===== src/rtl/enigma_pkg.sv =====
// Shared types and constants for the Enigma letter-path sequencing controller
// and the rotor stepping logic.
package enigma_pkg;

  localparam int ALPHA = 26;

  typedef logic [4:0] letter_t;
  typedef logic [1:0] sel_t;

  localparam letter_t ALPHA_L     = letter_t'(ALPHA);
  localparam letter_t LAST_LETTER = letter_t'(ALPHA - 1);

  localparam sel_t SEL_R0   = 2'd0;
  localparam sel_t SEL_R1   = 2'd1;
  localparam sel_t SEL_R2   = 2'd2;
  localparam sel_t SEL_REFL = 2'd3;

  typedef enum logic [3:0] {
    S_IDLE,
    S_STEP,
    S_FWD0,
    S_FWD1,
    S_FWD2,
    S_REFL,
    S_REV2,
    S_REV1,
    S_REV0,
    S_DONE
  } state_e;

  function automatic letter_t letter_inc(input letter_t v);
    return (v == LAST_LETTER) ? '0 : v + 5'd1;
  endfunction

  function automatic letter_t letter_sanitize(input letter_t v);
    return (v >= ALPHA_L) ? '0 : v;
  endfunction

endpackage


===== src/rtl/enigma_step_ctrl_if.sv =====
// Bundle of configuration, letter in/out handshakes, rotor positions and the
// shared substitution unit connection of the Enigma sequencing controller.
interface enigma_step_ctrl_if;
  import enigma_pkg::*;

  // Handshakes: a transfer happens on a rising edge where valid and ready are
  // both high; valid and its data stay stable until that edge, ready may move.
  logic    cfg_load;
  letter_t cfg_pos0;
  letter_t cfg_pos1;
  letter_t cfg_pos2;
  logic    in_valid;
  logic    in_ready;
  letter_t in_letter;
  logic    out_valid;
  logic    out_ready;
  letter_t out_letter;
  logic    err;
  letter_t pos0;
  letter_t pos1;
  letter_t pos2;
  sel_t    sub_sel;
  logic    sub_dir;
  letter_t sub_data;
  letter_t sub_position;
  letter_t sub_result;

  modport master (
    output cfg_load, cfg_pos0, cfg_pos1, cfg_pos2, in_valid, in_letter,
           out_ready, sub_result,
    input  in_ready, out_valid, out_letter, err, pos0, pos1, pos2,
           sub_sel, sub_dir, sub_data, sub_position
  );

  modport slave (
    input  cfg_load, cfg_pos0, cfg_pos1, cfg_pos2, in_valid, in_letter,
           out_ready, sub_result,
    output in_ready, out_valid, out_letter, err, pos0, pos1, pos2,
           sub_sel, sub_dir, sub_data, sub_position
  );

endinterface


===== src/rtl/enigma_stepper.sv =====
// Combinational odometer stepping of three rotors with the double-step
// anomaly; also usable for a key-preview display.
module enigma_stepper
  import enigma_pkg::*;
#(
  parameter int unsigned NOTCH0 = 16,
  parameter int unsigned NOTCH1 = 4
) (
  input  letter_t pos0_i,
  input  letter_t pos1_i,
  input  letter_t pos2_i,
  output letter_t pos0_o,
  output letter_t pos1_o,
  output letter_t pos2_o
);

  localparam letter_t N0 = letter_t'(NOTCH0);
  localparam letter_t N1 = letter_t'(NOTCH1);

  logic kick1;
  logic kick2;

  // Rotor 1 sitting on its own notch both kicks rotor 2 and advances itself.
  assign kick2  = (pos1_i == N1);
  assign kick1  = (pos0_i == N0) || kick2;

  assign pos0_o = letter_inc(pos0_i);
  assign pos1_o = kick1 ? letter_inc(pos1_i) : pos1_i;
  assign pos2_o = kick2 ? letter_inc(pos2_i) : pos2_i;

endmodule


===== src/rtl/enigma_step_ctrl.sv =====
// Steps the rotors for each accepted letter, then walks one shared
// substitution unit through seven passes and returns the ciphered letter.
module enigma_step_ctrl
  import enigma_pkg::*;
#(
  parameter int unsigned NOTCH0 = 16,
  parameter int unsigned NOTCH1 = 4
) (
  input  logic               clk,
  input  logic               rst_n,
  enigma_step_ctrl_if.slave  bus,
  output state_e             dbg_state_o
);

  state_e  state_q, state_d;
  letter_t pos0_q, pos1_q, pos2_q;
  letter_t step0, step1, step2;
  letter_t work_q;
  letter_t out_letter_q;
  logic    err_q;

  logic    accept;
  logic    legal;
  logic    pass;
  sel_t    sel;
  logic    dir;
  letter_t sel_pos;

  enigma_stepper #(
    .NOTCH0 (NOTCH0),
    .NOTCH1 (NOTCH1)
  ) u_stepper (
    .pos0_i (pos0_q),
    .pos1_i (pos1_q),
    .pos2_i (pos2_q),
    .pos0_o (step0),
    .pos1_o (step1),
    .pos2_o (step2)
  );

  // A simultaneous configuration load takes priority over the offered letter.
  assign accept = (state_q == S_IDLE) && bus.in_valid && !bus.cfg_load;
  assign legal  = (bus.in_letter < ALPHA_L);

  always_comb begin
    state_d = state_q;
    pass    = 1'b0;
    sel     = SEL_R0;
    dir     = 1'b0;
    case (state_q)
      S_IDLE: if (accept && legal) state_d = S_STEP;
      S_STEP: state_d = S_FWD0;
      S_FWD0: begin pass = 1'b1; sel = SEL_R0;   state_d = S_FWD1; end
      S_FWD1: begin pass = 1'b1; sel = SEL_R1;   state_d = S_FWD2; end
      S_FWD2: begin pass = 1'b1; sel = SEL_R2;   state_d = S_REFL; end
      S_REFL: begin pass = 1'b1; sel = SEL_REFL; state_d = S_REV2; end
      S_REV2: begin pass = 1'b1; sel = SEL_R2; dir = 1'b1; state_d = S_REV1; end
      S_REV1: begin pass = 1'b1; sel = SEL_R1; dir = 1'b1; state_d = S_REV0; end
      S_REV0: begin pass = 1'b1; sel = SEL_R0; dir = 1'b1; state_d = S_DONE; end
      S_DONE: if (bus.out_ready) state_d = S_IDLE;
      default: state_d = S_IDLE;
    endcase
  end

  always_comb begin
    sel_pos = '0;
    if (pass) begin
      case (sel)
        SEL_R0:  sel_pos = pos0_q;
        SEL_R1:  sel_pos = pos1_q;
        SEL_R2:  sel_pos = pos2_q;
        default: sel_pos = '0;
      endcase
    end
  end

  always_ff @(posedge clk) begin
    if (!rst_n) begin
      state_q      <= S_IDLE;
      pos0_q       <= '0;
      pos1_q       <= '0;
      pos2_q       <= '0;
      work_q       <= '0;
      out_letter_q <= '0;
      err_q        <= 1'b0;
    end else begin
      state_q <= state_d;
      err_q   <= accept && !legal;
      if ((state_q == S_IDLE) && bus.cfg_load) begin
        pos0_q <= letter_sanitize(bus.cfg_pos0);
        pos1_q <= letter_sanitize(bus.cfg_pos1);
        pos2_q <= letter_sanitize(bus.cfg_pos2);
      end else if (state_q == S_STEP) begin
        pos0_q <= step0;
        pos1_q <= step1;
        pos2_q <= step2;
      end
      if (accept && legal) begin
        work_q <= bus.in_letter;
      end else if (pass) begin
        work_q <= bus.sub_result;
      end
      if (state_q == S_REV0) begin
        out_letter_q <= bus.sub_result;
      end
    end
  end

  assign bus.in_ready     = (state_q == S_IDLE) && rst_n;
  assign bus.out_valid    = (state_q == S_DONE);
  assign bus.out_letter   = out_letter_q;
  assign bus.err          = err_q;
  assign bus.pos0         = pos0_q;
  assign bus.pos1         = pos1_q;
  assign bus.pos2         = pos2_q;
  assign bus.sub_sel      = sel;
  assign bus.sub_dir      = dir;
  assign bus.sub_data     = pass ? work_q : '0;
  assign bus.sub_position = sel_pos;
  assign dbg_state_o      = state_q;

endmodule


===== src/flat_wrapper.sv =====
// flat-port wrapper written by rule: the top's interface ports become plain ports
module enigma_step_ctrl_flat import enigma_pkg::*;
#(
  parameter int unsigned NOTCH0 = 16,
  parameter int unsigned NOTCH1 = 4
)
  (clk, rst_n, dbg_state_o, bus_cfg_load, bus_cfg_pos0, bus_cfg_pos1, bus_cfg_pos2, bus_in_valid, bus_in_letter, bus_out_ready, bus_sub_result, bus_in_ready, bus_out_valid, bus_out_letter, bus_err, bus_pos0, bus_pos1, bus_pos2, bus_sub_sel, bus_sub_dir, bus_sub_data, bus_sub_position);
  enigma_step_ctrl_if bus_i ();
  input  logic clk;
  input  logic rst_n;
  output state_e dbg_state_o;
  input wire logic [$bits(bus_i.cfg_load)-1:0] bus_cfg_load;
  input wire logic [$bits(bus_i.cfg_pos0)-1:0] bus_cfg_pos0;
  input wire logic [$bits(bus_i.cfg_pos1)-1:0] bus_cfg_pos1;
  input wire logic [$bits(bus_i.cfg_pos2)-1:0] bus_cfg_pos2;
  input wire logic [$bits(bus_i.in_valid)-1:0] bus_in_valid;
  input wire logic [$bits(bus_i.in_letter)-1:0] bus_in_letter;
  input wire logic [$bits(bus_i.out_ready)-1:0] bus_out_ready;
  input wire logic [$bits(bus_i.sub_result)-1:0] bus_sub_result;
  output wire logic [$bits(bus_i.in_ready)-1:0] bus_in_ready;
  output wire logic [$bits(bus_i.out_valid)-1:0] bus_out_valid;
  output wire logic [$bits(bus_i.out_letter)-1:0] bus_out_letter;
  output wire logic [$bits(bus_i.err)-1:0] bus_err;
  output wire logic [$bits(bus_i.pos0)-1:0] bus_pos0;
  output wire logic [$bits(bus_i.pos1)-1:0] bus_pos1;
  output wire logic [$bits(bus_i.pos2)-1:0] bus_pos2;
  output wire logic [$bits(bus_i.sub_sel)-1:0] bus_sub_sel;
  output wire logic [$bits(bus_i.sub_dir)-1:0] bus_sub_dir;
  output wire logic [$bits(bus_i.sub_data)-1:0] bus_sub_data;
  output wire logic [$bits(bus_i.sub_position)-1:0] bus_sub_position;
  assign bus_i.cfg_load = bus_cfg_load;
  assign bus_i.cfg_pos0 = bus_cfg_pos0;
  assign bus_i.cfg_pos1 = bus_cfg_pos1;
  assign bus_i.cfg_pos2 = bus_cfg_pos2;
  assign bus_i.in_valid = bus_in_valid;
  assign bus_i.in_letter = bus_in_letter;
  assign bus_i.out_ready = bus_out_ready;
  assign bus_i.sub_result = bus_sub_result;
  assign bus_in_ready = bus_i.in_ready;
  assign bus_out_valid = bus_i.out_valid;
  assign bus_out_letter = bus_i.out_letter;
  assign bus_err = bus_i.err;
  assign bus_pos0 = bus_i.pos0;
  assign bus_pos1 = bus_i.pos1;
  assign bus_pos2 = bus_i.pos2;
  assign bus_sub_sel = bus_i.sub_sel;
  assign bus_sub_dir = bus_i.sub_dir;
  assign bus_sub_data = bus_i.sub_data;
  assign bus_sub_position = bus_i.sub_position;
  enigma_step_ctrl #(.NOTCH0(NOTCH0), .NOTCH1(NOTCH1)) u_core (.clk(clk), .rst_n(rst_n), .bus(bus_i), .dbg_state_o(dbg_state_o));
endmodule

===== config.mk =====
export PLATFORM = sky130hd
export DESIGN_NAME = enigma_step_ctrl_flat
export DESIGN_NICKNAME = d
export VERILOG_FILES = /design/src/rtl/enigma_pkg.sv /design/src/rtl/enigma_step_ctrl_if.sv /design/src/rtl/enigma_stepper.sv /design/src/rtl/enigma_step_ctrl.sv /design/src/flat_wrapper.sv
export SDC_FILE = /design/constraint.sdc
export NUM_CORES = 1
export LEC_CHECK = 0
export BUFFER_PORTS_ARGS = -buffer_cell sky130_fd_sc_hd__buf_2
export CAP_MARGIN = 20
export CORE_ASPECT_RATIO = 0.6
export CORE_MARGIN = 2
export CORE_UTILIZATION = 55
export DETAILED_ROUTE_END_ITERATION = 10
export PLACE_DENSITY = 0.84
export SYNTH_ARGS = -nofsm -noshare
export SYNTH_HDL_FRONTEND = slang
export SYNTH_HIERARCHICAL = 1
export SYNTH_SLANG_ARGS = --single-unit
export TNS_END_PERCENT = 1

===== constraint.sdc =====
create_clock -name clk -period 4.3 [get_ports clk]
set_input_delay 0.645 -clock clk [delete_from_list [all_inputs] [get_ports clk]]
set_output_delay 0.645 -clock clk [all_outputs]
set_load 0.1 [all_outputs]

# Word level (Yosys, flattened, before mapping)
# Cells that the tools add are included.
[totals]
regBits = 30
in_bits = 30
output_inout_bits = 40
[op_classes]
addsub = 3
magnitude_cmp = 4
n_eq_ne = 18
muxes = 25
reduce_logical = 22
[op_table]
columns = ["cell", "count"]
rows = [
  ["5-bit 2-to-1 mux", 18],
  ["4-bit case mux with 10 select lines", 1],
  ["5-bit == test (second input constant)", 4],
  ["4-bit by 3-bit == test with 1-bit output (second input constant)", 4],
  ["5-bit by 1-bit adder with 5-bit output (second input constant)", 3],
  ["5-bit greater-or-equal comparator (second input constant)", 3],
  ["5-bit case mux with 3 select lines", 1],
  ["4-bit by 2-bit == test with 1-bit output (second input constant)", 2],
  ["4-bit == test (second input constant)", 2],
  ["4-bit 2-to-1 mux", 2],
  ["2-bit nonzero test", 4],
  ["7-bit OR reduction", 1],
  ["1-bit logical AND", 6],
  ["2-bit case mux with 3 select lines", 1],
  ["2-bit AND reduction", 3],
  ["5-bit by 3-bit == test with 1-bit output (second input constant)", 1],
  ["5-bit < comparator (second input constant)", 1],
  ["4-bit by 1-bit == test with 1-bit output (second input constant)", 1],
  ["4-bit zero test", 1],
  ["2-bit inequality test (second input constant)", 2],
  ["2-bit OR reduction", 2],
  ["3-bit OR reduction", 1],
  ["2-bit by 1-bit == test with 1-bit output (second input constant)", 1],
  ["2-bit == test (second input constant)", 1],
  ["4 further kinds", 6],
]

# Longest topological paths before layout
# Gate-level depths: netlist of the first run.
[logic_depth]
ltp_word = 6
depth_mapped = 8

# Cells and area by module
# Netlist of the first run, hierarchy kept.
[by_module_without_submodules]
columns = ["module", "n_inst", "cells_per_inst", "area_each_um2", "seq_area_each_um2"]
rows = [
  ["enigma_step_ctrl", 1, 209, 1674.1, 600.6],
  ["enigma_stepper", 1, 66, 465.4, 0.0],
]

# Worst setup path before layout of the first run
# No wires, ideal clock.
[synth_timing]
path_type = "reg-to-output"
startpoint = "register u_core.state_q[3] (netlist: u_core/dbg_state_o[3])"
endpoint = "output port bus_sub_position[0]"
t_arrival_ns = 4.006
path_slack_ns = -0.351
stages_incl_launch_ff = 6
path_cell_list = "dfxtp_1 > buf_6 > clkinv_1 > nor2_1 > a22oi_1 > o21ai_0"
[synth_via]
elab_chain_cells = 6
word_cells_on_any_way = 17
cone_classes = "9 x eq/ne; 4 x mux; 4 x reduce/logical"
[synth_lines]
columns = ["element", "line", "text"]
rows = [
  ["from (decl)", "enigma_step_ctrl.sv:15", "state_e state_q, state_d;"],
  ["from (signal assigned)", "enigma_step_ctrl.sv:87", "state_q <= state_d;"],
  ["4-bit by 2-bit == test with 1-bit output / 4-bit by 3-bit == test with 1-bit output (equally long branches)", "enigma_step_ctrl.sv:50", "case (state_q)"],
  ["2-bit OR reduction (no source line)", "--", ""],
  ["2-bit case mux with 3 select lines", "enigma_step_ctrl.sv:50", ""],
  ["2-bit == test (tied with other cells)", "enigma_step_ctrl.sv:68", "case (sel)"],
  ["5-bit case mux with 3 select lines", "enigma_step_ctrl.sv:68", ""],
  ["5-bit 2-to-1 mux *", "enigma_step_ctrl.sv:67", "if (pass) begin"],
  ["to (decl)", "flat_wrapper.sv:30", "output wire logic [$bits(bus_i.sub_position)-1:0] bus_sub_position;"],
]
# Mark *: on every way between the ends. The rest lies on a longest branch, timed or not.

# Worst setup path after layout of the first run
[layout_timing]
startpoint = "register u_core.state_q[3] (netlist: u_core/dbg_state_o[3])"
endpoint = "output port bus_sub_position[2]"
# The elaborated chain is that of the path after synthesis.

==> results of run 1 <==
state kept, by name, summed over array words and instances (netlist names):
signal	count
u_core/bus.out_letter	5
u_core/bus.pos0	5
u_core/bus.pos1	5
u_core/bus.pos2	5
u_core/work_q	5
u_core/dbg_state_o	4
u_core/bus.err	1
critical path: cells and delay by family (launching register included):
| kind | cells | cell delay, ns |
|---|---|---|
| compound gates | 2 | 0.32 |
| simple gates | 1 | 0.40 |
| flops | 1 | 0.59 |
| buf+inv | 2 | 0.81 |
routing by layer:
| metal | GRT usage [%] | vias up | routed length, µm |
|---|---|---|---|
| li1 | - | 1138 | - |
| met2 | 41.1 | 140 | 2530 |
| met3 | 8.03 | 13 | 702 |
| met1 | 41.4 | 1105 | 2910 |
| met5 | 0 | - | 0 |
| met4 | 8.99 | 0 | 81 |
cells in the mapped netlist, drive strengths merged (2+ instances only):
master | number | share of area (%)
a22oi | 9 | 3.2
inv | 15 | 2.6
a21oi | 16 | 3.7
buf | 8 | 2.8
and4bb | 2 | 1.5
o211a | 6 | 2.8
o21ai | 32 | 7.5
ha | 8 | 4.7
nor2b | 8 | 2.3
o211ai | 5 | 1.8
mux2i | 7 | 3.3
nor2 | 26 | 4.6
mux2 | 2 | 1.2
and2 | 7 | 2.0
or2 | 2 | 0.70
xnor2 | 2 | 0.82
a21o | 2 | 1.1
dfxtp | 30 | 28
nand2 | 18 | 3.2
a31oi | 2 | 0.58
or3 | 3 | 0.88
o22ai | 7 | 2.0
a311oi | 2 | 0.82
nand3 | 22 | 5.1
nand2b | 2 | 0.58
and3 | 5 | 1.5
clkbuf | 5 | 0.94
a22o | 6 | 2.6
nor3 | 3 | 0.70
path summary, 6_finish.rpt:
| kind | cells after the start | endpoint | slack [ns] | start |
|---|---|---|---|---|
| worst max-delay path | 5 | bus_sub_position[2] | 1.26 | u_core/dbg_state_o[3] |
| worst min-delay path | 2 | u_core/work_q[0] | 0.47 | u_core/work_q[0] |
| worst max register to register | 4 | u_core/bus.pos1[1] | 2.04 | u_core/dbg_state_o[0] |
| worst min register to register | 2 | u_core/work_q[0] | 0.47 | u_core/work_q[0] |
logic make-up (layout without fill, tap and decap cells):
logic type	count (synthesis)	after routing	synth area share (%)
simple gates	106	106	27.7
compound gates	90	90	27.3
mux	9	9	4.50
flops	30	30	28.1
xor+xnor	3	3	1.23
buf+inv	29	94	6.55
fa+ha+maj	8	8	4.68
power by group through the flow:
stage          combinational, W  clock, W  sequential [W]
6_report               0.000477  0.000244        0.000375
5_1_grt                0.000504  0.000258        0.000383
4_1_cts                0.000471  0.000247        0.000373
3_5_place_dp           0.000468         0        0.000378
3_3_place_gp           0.000464         0        0.000375
2_1_floorplan          0.000232         0        0.000522
metrics by stage:
step	hold WS [ns]	total power [W]	instance area, µm²	setup slack (ns)	utilization [%]
finish	0.470	0.00110	2570	1.26	69.3
global route	0.485	0.00115	2570	1.06	69.3
CTS	0.468	0.00109	2570	1.28	69.3
detailed placement	0.458	0.000846	2470	1.59	66.8
global placement	0.456	0.000839	2470	1.66	66.8
floorplan	0.443	0.000754	2140	-0.351	-
cells in the final DEF (no fill, tap or decap), types with 3 or more instances in the layout:
master / instances
a22o_1: 4
a22oi_1: 9
nand2_1: 18
or3_1: 3
a21oi_1: 16
o21ai_0: 31
clkbuf_8: 6
inv_1: 15
nor2_1: 26
nor2b_1: 8
and2_1: 7
dfxtp_1: 30
o22ai_1: 7
ha_1: 8
nor3_1: 3
o211a_1: 6
mux2i_1: 7
and3_1: 5
buf_2: 69
nand3_1: 22
o211ai_1: 5
area by class of cell:
| cell class | count | area share (%) |
|---|---|---|
| Clock buffer | 6 | 3.22 |
| Clock inverter | 2 | 0.488 |
| Inverter | 16 | 2.34 |
| Multi-Input combinational cell | 216 | 54.5 |
| Sequential cell | 30 | 23.4 |
| Tap cell | 47 | 2.29 |
| Timing Repair Buffer | 70 | 13.7 |
==> flow_metrics.tcl, run 1 <==
set metrics [dict create \
    num_antenna_cells 0 \
    cp_max_fo 13 \
    p_per_area_nw_per_um2 427 \
    cts_buffers 5 \
    area_delta_synth_final_pct 19.9 \
    wire_per_inst_um 16.1 \
    die_area_um2 4420 \
    p_seq_share_pct 34.2 \
    drive_above_1_share_pct 25.9 \
    cts_sinks 30 \
    grt_max_degree 22 \
    post-place-cells 379 \
    hpwl_mm 4.48 \
    p_int_w 0.000557 \
    drtIter0Drc 421 \
    synth_fp_nets 313 \
    track_usage_pct 28.7 \
    skew_ns 0.00500 \
    slew_violations 0 \
    ant_nets 0 \
    nFillCells 303 \
    fin_tns_setup_ns 0 \
    synthFlopType "dfxtp_1" \
    row_count 17 \
    fin_crit_ns 3.04 \
    finalSetupViolCount 0 \
    stdcell_count 387 \
    cts.hold.buffers_added 0 \
    async_reset_ff_share_pct 0 \
    worstSkewPairLatency_ns 0.28 \
    grt_first_pass_wirelength_mm 9.92 \
    required_ns 3.65 \
    ctsLongestPathBuffers 2 \
    via_count 2396 \
    vias_per_cell 6.19 \
    status "completed" \
    initial_core_util_pct 57.8 \
    grt_pass1_vias 2071 \
    worstMarginPinSlew_ns 0.766 \
    synthCells 275 \
    multi_input_area_um2 1400 \
    path_clk_slew_ns 0.07 \
    die_w_um 84.5 \
    critPathCaptureType "output port" \
    drc 0 \
    drt_first_pass_iters 6 \
    switching_share_pct 49.2 \
    overflow 0 \
    syn_area_per_cell_um2 7.78 \
    yosys_warnings 6 \
    routed_wl_mm 6.22 \
    synth-edff-count 0 \
    worst_path_max_delay_cell "dfxtp_1" \
    max-cap-violations 0 \
    synth_seq_cells 30 \
    cts_tree "done" \
    hold_path_class "reg -> reg" \
    antenna_found_initial 0 \
    htreeDepth 2 \
    synth.distinct_cells 50 \
    post_cts_buffers 0 \
    period_share_pct 70.8 \
    combPwrFrac_pct 43.5 \
    p_leak_nw 1.20 \
    synth_area_um2 2140 \
    cts_resized 0 \
    regArea_um2 601 \
    rsz0062_at_grt "no" \
    start_kind "flop" \
    gp_congestion 0.834 \
    pwr-share-clk_pct 22.3 \
    fmax_ghz 0.328 \
    die-height_um 52.3 \
    final_nets 377 \
    crit_type "reg -> out" \
    io_buffers 69 \
    switchingPower_w 0.000539 \
    core_area_um2 3700 \
    peakVddDrop_mv 0.263 \
    critPathArrivalTime_ns 2.40 \
    io_pins 70 \
    path_cells "clkinv_1 > nor2_1 > a22oi_1 > o21ai_0 > buf_2" \
    ys_seq_area_share_pct 28.1 \
    cts_root_buffer "clkbuf_8" \
    finalHoldViolations 0 \
    crit_path_max_incr_delay_ns 0.59 \
    slew_headroom_pct 48.9 \
]
Power figures use the tool's default switching activity.
==> run 2: changes to the inputs <==
--- a/config.mk
+++ b/config.mk
@@ -9,9 +9,9 @@
 export CAP_MARGIN = 20
 export CORE_ASPECT_RATIO = 0.6
 export CORE_MARGIN = 2
-export CORE_UTILIZATION = 55
+export CORE_UTILIZATION = 46
 export DETAILED_ROUTE_END_ITERATION = 10
-export PLACE_DENSITY = 0.84
+export PLACE_DENSITY = 0.75
 export SYNTH_ARGS = -nofsm -noshare
 export SYNTH_HDL_FRONTEND = slang
 export SYNTH_HIERARCHICAL = 1
==> constraint.sdc (replaced) <==
create_clock -name clk -period 2.65 [get_ports clk]
set_input_delay 0.3975 -clock clk [delete_from_list [all_inputs] [get_ports clk]]
set_output_delay 0.3975 -clock clk [all_outputs]
set_load 0.1 [all_outputs]
==> run 2 against run 1 <==
Against the previous run:
- clock-buffer cell count is the same
- core utilization shrank 6.0 points
- cell count grew 5.9%
- combinational power grew 78%
- via count shrank 0.29%
- setup slack lost 1.1 ns
- clock skew shrank 0.0021 ns
- total power grew 69%
- first-iteration DRC count shrank 62%
- final area grew 11%
==> flow_metrics.tcl, run 2 (synthesis gave the netlist of run 1 again) <==
set metrics [dict create \
    num_antenna_cells 0 \
    routed_wl_mm 6.50 \
    cts_root_buffer "clkbuf_8" \
    hpwl_mm 4.82 \
    die_area_um2 5230 \
    cts_tree "done" \
    max-cap-violations 0 \
    via_count 2389 \
    layout_common_cells "buf_2 (59), dfxtp_1 (29), o21ai_0 (28)" \
    core_area_um2 4520 \
    p_per_area_nw_per_um2 647 \
    critPathArrivalTime_ns 2.14 \
    p_leak_nw 1.27 \
    finalHoldViolations 0 \
    io_buffers 69 \
    grt_max_degree 17 \
    slew_headroom_pct 60.9 \
    antenna_found_initial 0 \
    fin_crit_ns 2.54 \
    rr_worst_depth 4 \
    final_nets 384 \
    cts_sinks 30 \
    die-height_um 56.8 \
    post_cts_buffers 0 \
    status "completed" \
    peakVddDrop_mv 0.568 \
    post-place-cells 402 \
    row_count 19 \
    drc 0 \
    vias_per_cell 5.83 \
    period_share_pct 95.9 \
    path_clk_slew_ns 0.07 \
    critPathCaptureType "output port" \
    grt_pass1_vias 2169 \
    crit_type "reg -> out" \
    ctsLongestPathBuffers 2 \
    grt_first_pass_wirelength_mm 10.6 \
    skew_ns 0.00289 \
    worstSkewPairLatency_ns 0.30 \
    r2r_slack_ns 0.51 \
    cts.hold.buffers_added 0 \
    overflow 0 \
    p_total_w 0.00185 \
    initial_core_util_pct 47.4 \
    fin_tns_setup_ns 0 \
    post-route-cell-area_um2 2860 \
    crit_start "u_core/dbg_state_o[1]" \
    start_kind "flop" \
    area_delta_synth_final_pct 33.6 \
    crit-reg2reg-capture "u_core/bus.pos0[2]" \
    drt_first_pass_iters 5 \
    slew_violations 0 \
    gp_congestion 0.895 \
    track_usage_pct 25.9 \
    io_pins 70 \
    endpoint "bus_sub_position[0]" \
    stdcell_count 410 \
    die_w_um 92.0 \
    fmax_ghz 0.394 \
    finalSetupViolCount 0 \
    fin_util_pct 63.3 \
    cp_max_fo 14 \
    cts_buffers 5 \
    drive_above_1_share_pct 30.3 \
    dpl_cell_area_um2 2760 \
    worstMarginPinSlew_ns 0.586 \
    rsz0062_at_grt "no" \
    final_common_cell "buf_2" \
    drtIter0Drc 158 \
    wire_per_inst_um 15.9 \
    required_ns 2.25 \
    htreeDepth 2 \
    hold_path_class "in -> reg" \
    ant_nets 0 \
    worstReg2RegStart "u_core/dbg_state_o[0]" \
]
==> run 2: cell types whose count changed in the layout (fill, tap and decap cells not counted), moves of 2 or more <==
cell / change
buf_2: -10
o21ai_0: -3
nor2_1: -2
nor2_2: +2
o21ai_4: +4
buf_12: +10
buf_4: +7
==> run 2: critical path, cell delays in order (launching register included) <==
cell	delay, ns
dfxtp_1	0.70
or2_1	0.40
nor2_2	0.13
a22oi_1	0.34
o21ai_4	0.10
buf_12	0.17
==> run 2: worst min path at each step <==
stage                startpoint            endpoint  slack (ns)  cells past startpoint
2_1_floorplan  u_core/work_q[0]    u_core/work_q[0]        0.44                      2
3_3_place_gp   u_core/work_q[3]    u_core/work_q[3]        0.45                      2
3_5_place_dp   u_core/work_q[0]    u_core/work_q[0]        0.47                      2
4_1_cts         bus_cfg_pos2[1]  u_core/bus.pos2[1]        0.36                      3
5_1_grt         bus_cfg_pos2[1]  u_core/bus.pos2[1]        0.36                      3
6_report        bus_cfg_pos2[1]  u_core/bus.pos2[1]        0.36                      3
==> run 2: timing repair <==
item                                    4_1_cts  5_1_grt
endpoints found under the setup margin        0        4
resized for setup                             0        1
endpoints found under the hold margin         0        0
==> run 2: routing by layer <==
layer,vias to the layer above,routed length (µm),GRT usage [%]
met5,-,0,0
met4,0,69,7.46
met3,7,716,7.65
met2,127,2580,35.4
met1,1106,3140,38.7
li1,1149,-,-
==> run 2: metrics by stage <==
stage / setup WS (ns) / hold WS [ns]
5_1_grt: 0.0161 / 0.364
6_report: 0.109 / 0.357
2_1_floorplan: -0.320 / 0.443
4_1_cts: 0.0731 / 0.355
3_3_place_gp: 0.501 / 0.451
3_5_place_dp: 0.411 / 0.470
==> run 2: cell type report <==
class                      count  area (µm²)
timing repair buffer          77         556
tap                           63        78.8
inverter                      16        60.1
clock buffer                   6        82.6
fill                         399        1660
clock inverter                 2        12.5
sequential                    30         602
multi-input combinational    216        1470
==> run 2: where the power goes <==
part	internal, W	switching (W)	leakage [nW]
Clock	0.000209	0.000206	0.0472
Combinational	0.000232	0.000616	0.981
Sequential	0.000500	0.0000870	0.246
